$ cat config.mk
export PLATFORM = sky130hd
export DESIGN_NAME = mem_responder
export DESIGN_NICKNAME = d
export VERILOG_FILES = /design/src/rtl/mem_responder.sv
export SDC_FILE = /design/constraint.sdc
export NUM_CORES = 1
export LEC_CHECK = 0
export ABC_CLOCK_PERIOD_IN_PS = 3100
export BUFFER_PORTS_ARGS = -buffer_cell sky130_fd_sc_hd__buf_4
export CORE_MARGIN = 3
export CORE_UTILIZATION = 45
export CTS_CLUSTER_SIZE = 25
export DETAILED_ROUTE_END_ITERATION = 6
export PLACE_DENSITY_LB_ADDON = 0.25
export SETUP_SLACK_MARGIN = 0.05
export SKIP_CTS_REPAIR_TIMING = 1
export SLEW_MARGIN = 20
export SYNTH_ARGS = -nofsm -noshare
export SYNTH_HDL_FRONTEND = slang
export SYNTH_SLANG_ARGS = --single-unit
$ cat constraint.sdc
create_clock -name Clock -period 3.1 [get_ports Clock]
set_input_delay 0.31 -clock Clock [delete_from_list [all_inputs] [get_ports Clock]]
set_output_delay 0.31 -clock Clock [all_outputs]
set_load 0.03 [all_outputs]
$ cat src/rtl/mem_responder.sv
// Edge-triggered single-port RAM access sequencer: turns level read/write requests
// from the control unit into one timed synchronous-RAM access with a Done pulse.
module mem_responder #(
   parameter int ADDR_W = 9,
   parameter int WAIT   = 2
) (
   input  logic              Clock,
   input  logic              Reset,
   input  logic [ADDR_W-1:0] Addr,
   input  logic [31:0]       WData,
   input  logic              ReadEn,
   input  logic              Write,
   output logic [31:0]       RData,
   output logic              Done,
   output logic              Busy,
   output logic              Err,
   output logic [ADDR_W-1:0] ram_addr,
   output logic [31:0]       ram_wdata,
   output logic              ram_we,
   output logic              ram_re,
   input  logic [31:0]       ram_rdata
);

   typedef enum logic [2:0] {
      IDLE      = 3'd0,
      RD_REQ    = 3'd1,
      RD_WAIT   = 3'd2,
      RD_CAP    = 3'd3,
      WR_WAIT   = 3'd4,
      WR_COMMIT = 3'd5,
      DONE      = 3'd6
   } state_t;

   // Counter preload; unused when WAIT is zero because the wait states are skipped.
   localparam logic [2:0] WAIT_LD = (WAIT == 0) ? 3'd0 : 3'(WAIT - 1);

   state_t              state_q, state_d;
   logic [2:0]          cnt_q, cnt_d;
   logic                rd_prev_q, wr_prev_q;
   logic [ADDR_W-1:0]   addr_q;
   logic [31:0]         wdata_q;
   logic [31:0]         rdata_q;
   logic                done_q, busy_q, err_q, we_q, re_q;
   logic                rd_edge_s, wr_edge_s, err_d, latch_s;

   assign rd_edge_s = ReadEn & ~rd_prev_q;
   assign wr_edge_s = Write & ~wr_prev_q;
   assign latch_s   = (state_q == IDLE) & (rd_edge_s ^ wr_edge_s);

   // State, wait counter and request history
   always_ff @(posedge Clock or posedge Reset) begin
      if (Reset) begin
         state_q   <= IDLE;
         cnt_q     <= 3'd0;
         rd_prev_q <= 1'b0;
         wr_prev_q <= 1'b0;
      end else begin
         state_q   <= state_d;
         cnt_q     <= cnt_d;
         rd_prev_q <= ReadEn;
         wr_prev_q <= Write;
      end
   end

   // Next-state logic
   always_comb begin
      state_d = state_q;
      cnt_d   = cnt_q;
      err_d   = 1'b0;
      case (state_q)
         IDLE: begin
            if (rd_edge_s && wr_edge_s) begin
               err_d = 1'b1;
            end else if (rd_edge_s) begin
               state_d = RD_REQ;
            end else if (wr_edge_s) begin
               if (WAIT != 0) begin
                  state_d = WR_WAIT;
                  cnt_d   = WAIT_LD;
               end else begin
                  state_d = WR_COMMIT;
               end
            end else begin
               state_d = IDLE;
            end
         end
         RD_REQ: begin
            if (WAIT != 0) begin
               state_d = RD_WAIT;
               cnt_d   = WAIT_LD;
            end else begin
               state_d = RD_CAP;
            end
         end
         RD_WAIT: begin
            if (cnt_q == 3'd0) begin
               state_d = RD_CAP;
            end else begin
               cnt_d = cnt_q - 3'd1;
            end
         end
         RD_CAP:    state_d = DONE;
         WR_WAIT: begin
            if (cnt_q == 3'd0) begin
               state_d = WR_COMMIT;
            end else begin
               cnt_d = cnt_q - 3'd1;
            end
         end
         WR_COMMIT: state_d = DONE;
         DONE:      state_d = IDLE;
         default:   state_d = IDLE;
      endcase
   end

   // Outputs are registered from the next state so they line up with state_q
   always_ff @(posedge Clock or posedge Reset) begin
      if (Reset) begin
         addr_q  <= '0;
         wdata_q <= 32'd0;
         rdata_q <= 32'd0;
         done_q  <= 1'b0;
         busy_q  <= 1'b0;
         err_q   <= 1'b0;
         we_q    <= 1'b0;
         re_q    <= 1'b0;
      end else begin
         if (latch_s) begin
            addr_q  <= Addr;
            wdata_q <= WData;
         end
         if (state_q == RD_CAP) begin
            rdata_q <= ram_rdata;
         end
         done_q <= (state_d == DONE);
         busy_q <= (state_d != IDLE);
         err_q  <= err_d;
         we_q   <= (state_d == WR_COMMIT);
         re_q   <= (state_d == RD_REQ);
      end
   end

   assign RData     = rdata_q;
   assign Done      = done_q;
   assign Busy      = busy_q;
   assign Err       = err_q;
   assign ram_addr  = addr_q;
   assign ram_wdata = wdata_q;
   assign ram_we    = we_q;
   assign ram_re    = re_q;

endmodule
==> summary.txt <==
Outcome -> complete, no violations
Worst-skew pair later-pin latency -> 0.34 ns
Post-Syn Area -> 3400 um2
Vert. Die Dim -> 93.0 um
CTS tree -> yes
Period utilization -> 0.746
Rel. slew slack -> 0.453
Synth top area cells -> dfrtp_1 63%, mux2_2 23%, ha_1 1.5%
Synth top area share -> 0.632
Multi-input logic area -> 1150 um2
GP Congestion -> 0.811
Worst setup SP type -> register
Core ar. -> 7290 um2
H-tree depth -> 3
Die footprint -> 8650 um2
Hold Path Class -> in2reg
Number of CTS-inserted buffers -> 9
Post-Syn Instances -> 221
Wire length per cell -> 15.2 um
Count leader, synth -> dfrtp_1
Synth Register Bits -> 86
Port-buffer cells -> 154
Fin. Hold Viols -> 0
Hold path depth -> 1
Largest net degree at the start of global routing -> 51
Buf/Inv on CP -> 2
Post-synthesis async set-or-reset flop share -> 1.00
Antenna Nets Post-Route -> 0
DR vias/cell -> 4.86
FMAX -> 432 MHz
P_leak -> 2.32 nW
Area grow syn2layout -> 42.3%
Initial DRT Pass Iterations -> 5
Commonest register cell after synthesis -> dfrtp_1
Clock transition at path regs -> 0.08 ns
Ant. Diodes -> 0
Fill cell count -> 554
Clock buffer depth -> 2
Final slew viol count -> 0
Crit Path Max Fanout -> 41
Drt total wl -> 7.34 mm
Syn nets -> 302
Ranking of synthesized cells by instance count -> 86 x dfrtp_1, 70 x mux2_2, 7 x inv_1
NumNets Final -> 460
Final setup vio count -> 0
Routed vias -> 2343
Critical path cell sequence -> nor2b_1 > inv_1 > ha_1 > nor3_4 > buf_4 > mux2_2
Post-synthesis sequential area ratio -> 0.632
Share of layout cells above drive strength 1 -> 0.634
Iteration-0 DRC Markers -> 62
GRT Resource Usage Total -> 0.165
Setup_tns -> 0 ns
Pwr dens -> 1180 nW/um2
Post-synth EDFFs -> 0
Max cap viols -> 0
Average cell area after synthesis -> 15.4 um2
Synth area leader -> dfrtp_1
Required @ worst endpoint -> 3.32 ns
Cell row count -> 31
Die X -> 93.0 um
CTS root buffer -> clkbuf_8
Family with the most delay on the worst path -> buffers and inverters
Layout Skew -> 0.00896 ns
Vias in the first global route -> 2290
Setup repair after global routing missed its margin -> false
CP max stage delay -> 0.45 ns
Crit Path Class -> reg2reg
CP max-delay cell -> buf_4
First-pass GRT wire length -> 11.1 mm
Stages on the worst setup path -> 6
GRT overflow -> 0
Sequential Area -> 2150 um2
Initial antenna violation count -> 0
Critical path data arrival time -> 2.53 ns
IR drop worst, VDD -> 0.525 mV
Cell variety after synth -> 34
Clock sink count -> 86
Worst slew pin tran -> 0.819 ns
Setup crit end kind -> register
Time the worst path needs with I/O delays and setup -> 2.31 ns
Total Power -> 0.00570 W
Syn. warnings -> 0
Starting Density -> 0.467
Worst-case reg-to-reg path depth -> 6
Final core occ -> 0.664
I/O pin count -> 155
Final HPWL DP -> 5.52 mm
DR DRC count -> 0
==> cells in the final DEF, fill, tap and decap left out <==
master      instances
a32oi_1             1
nor2b_1             4
nor3_4              1
nor4b_1             1
nor2_1              3
o22ai_1             2
and2_1              2
nor3b_1             3
mux2_1              3
o32ai_1             1
a21oi_1             1
o21ai_0             2
nand3b_1            2
dfrtp_1            86
clkbuf_8            9
nor3_1              3
maj3_1              1
ha_1                4
nand2_1             1
mux2_2             70
xnor2_1             1
clkinv_2            2
clkbuf_1            2
bufinv_16           2
or2_1               1
o311a_1             1
or3_1               1
nand2b_1            1
inv_1               6
o211ai_1            1
clkinvlp_4          1
mux2i_1             1
nand3_1             1
buf_4             158
o41ai_1             1
o311ai_0            2
o31ai_1             1
==> kinds of logic (layout without fill, tap and decap cells) <==
group / after synthesis / in the layout / share of synthesized area
flip-flops: 86 / 86 / 0.632
XOR/XNOR: 1 / 1 / 0.00257
adder cells (fa/ha/maj): 5 / 5 / 0.0176
buffers and inverters: 18 / 180 / 0.0298
AO/OA/AOI/OAI: 13 / 13 / 0.0283
multiplexers: 74 / 74 / 0.244
AND/OR/NAND/NOR: 24 / 24 / 0.0452
==> worst register-to-register path, stage by stage, from the launching register on <==
cell,delay [ns]
dfrtp_1,0.36
nor2b_1,0.36
inv_1,0.09
ha_1,0.35
nor3_4,0.16
buf_4,0.45
mux2_2,0.42
==> cell type report <==
| type | count | share of cell area |
|---|---|---|
| Clock inverter | 4 | 0.0150 |
| Sequential cell | 86 | 0.444 |
| Tap cell | 99 | 0.0256 |
| Multi-Input combinational cell | 117 | 0.238 |
| Clock buffer | 11 | 0.0271 |
| Timing Repair Buffer | 158 | 0.245 |
| Inverter | 7 | 0.00568 |
==> sequential cells by signal, summed over array words and instances (netlist names) <==
register	flops
Busy	1
ram_we	1
state_q	3
Err	1
wr_prev_q	1
ram_wdata	32
rd_prev_q	1
Done	1
ram_re	1
ram_addr	9
cnt_q	3
RData	32
==> where the power goes <==
part | switching (W) | internal, W | total, W
clock | 0.000363 | 0.000449 | 0.000812
combinational | 0.00164 | 0.00126 | 0.00291
sequential | 0.000315 | 0.00166 | 0.00198
==> metal layers <==
metal / GRT usage / share of wire / wire length, um
met5: 0 / 0 / 0
met4: 0.0794 / 0.024 / 176
met3: 0.0354 / 0.079 / 581
met2: 0.273 / 0.50 / 3640
met1: 0.206 / 0.40 / 2940
==> path summary, 6_finish.rpt <==
kind                            slack, ns      endpoint      start
max in group asynchronous            2.21    state_q[2]      Reset
worst min-delay path                 0.09     rd_prev_q     ReadEn
min in group asynchronous            0.10     RData[29]      Reset
worst max register to register       0.79  ram_wdata[8]  rd_prev_q
worst max-delay path                 0.79  ram_wdata[8]  rd_prev_q
worst min register to register       0.50      cnt_q[0]   cnt_q[0]
==> per-stage QoR <==
| stage | setup WS [ns] | cells | hold slack (ns) | area [um2] |
|---|---|---|---|---|
| after floorplan | 0.568 | 221 | 0.341 | 3400 |
| after global placement | 0.784 | 467 | 0.429 | 4640 |
| after detailed placement | 0.715 | 467 | 0.431 | 4640 |
| after CTS | 0.770 | 482 | 0.0694 | 4840 |
| after global routing | 0.654 | 482 | 0.0729 | 4840 |
| final | 0.787 | 482 | 0.0903 | 4840 |
No activity file was read; power rests on OpenSTA's default activity.
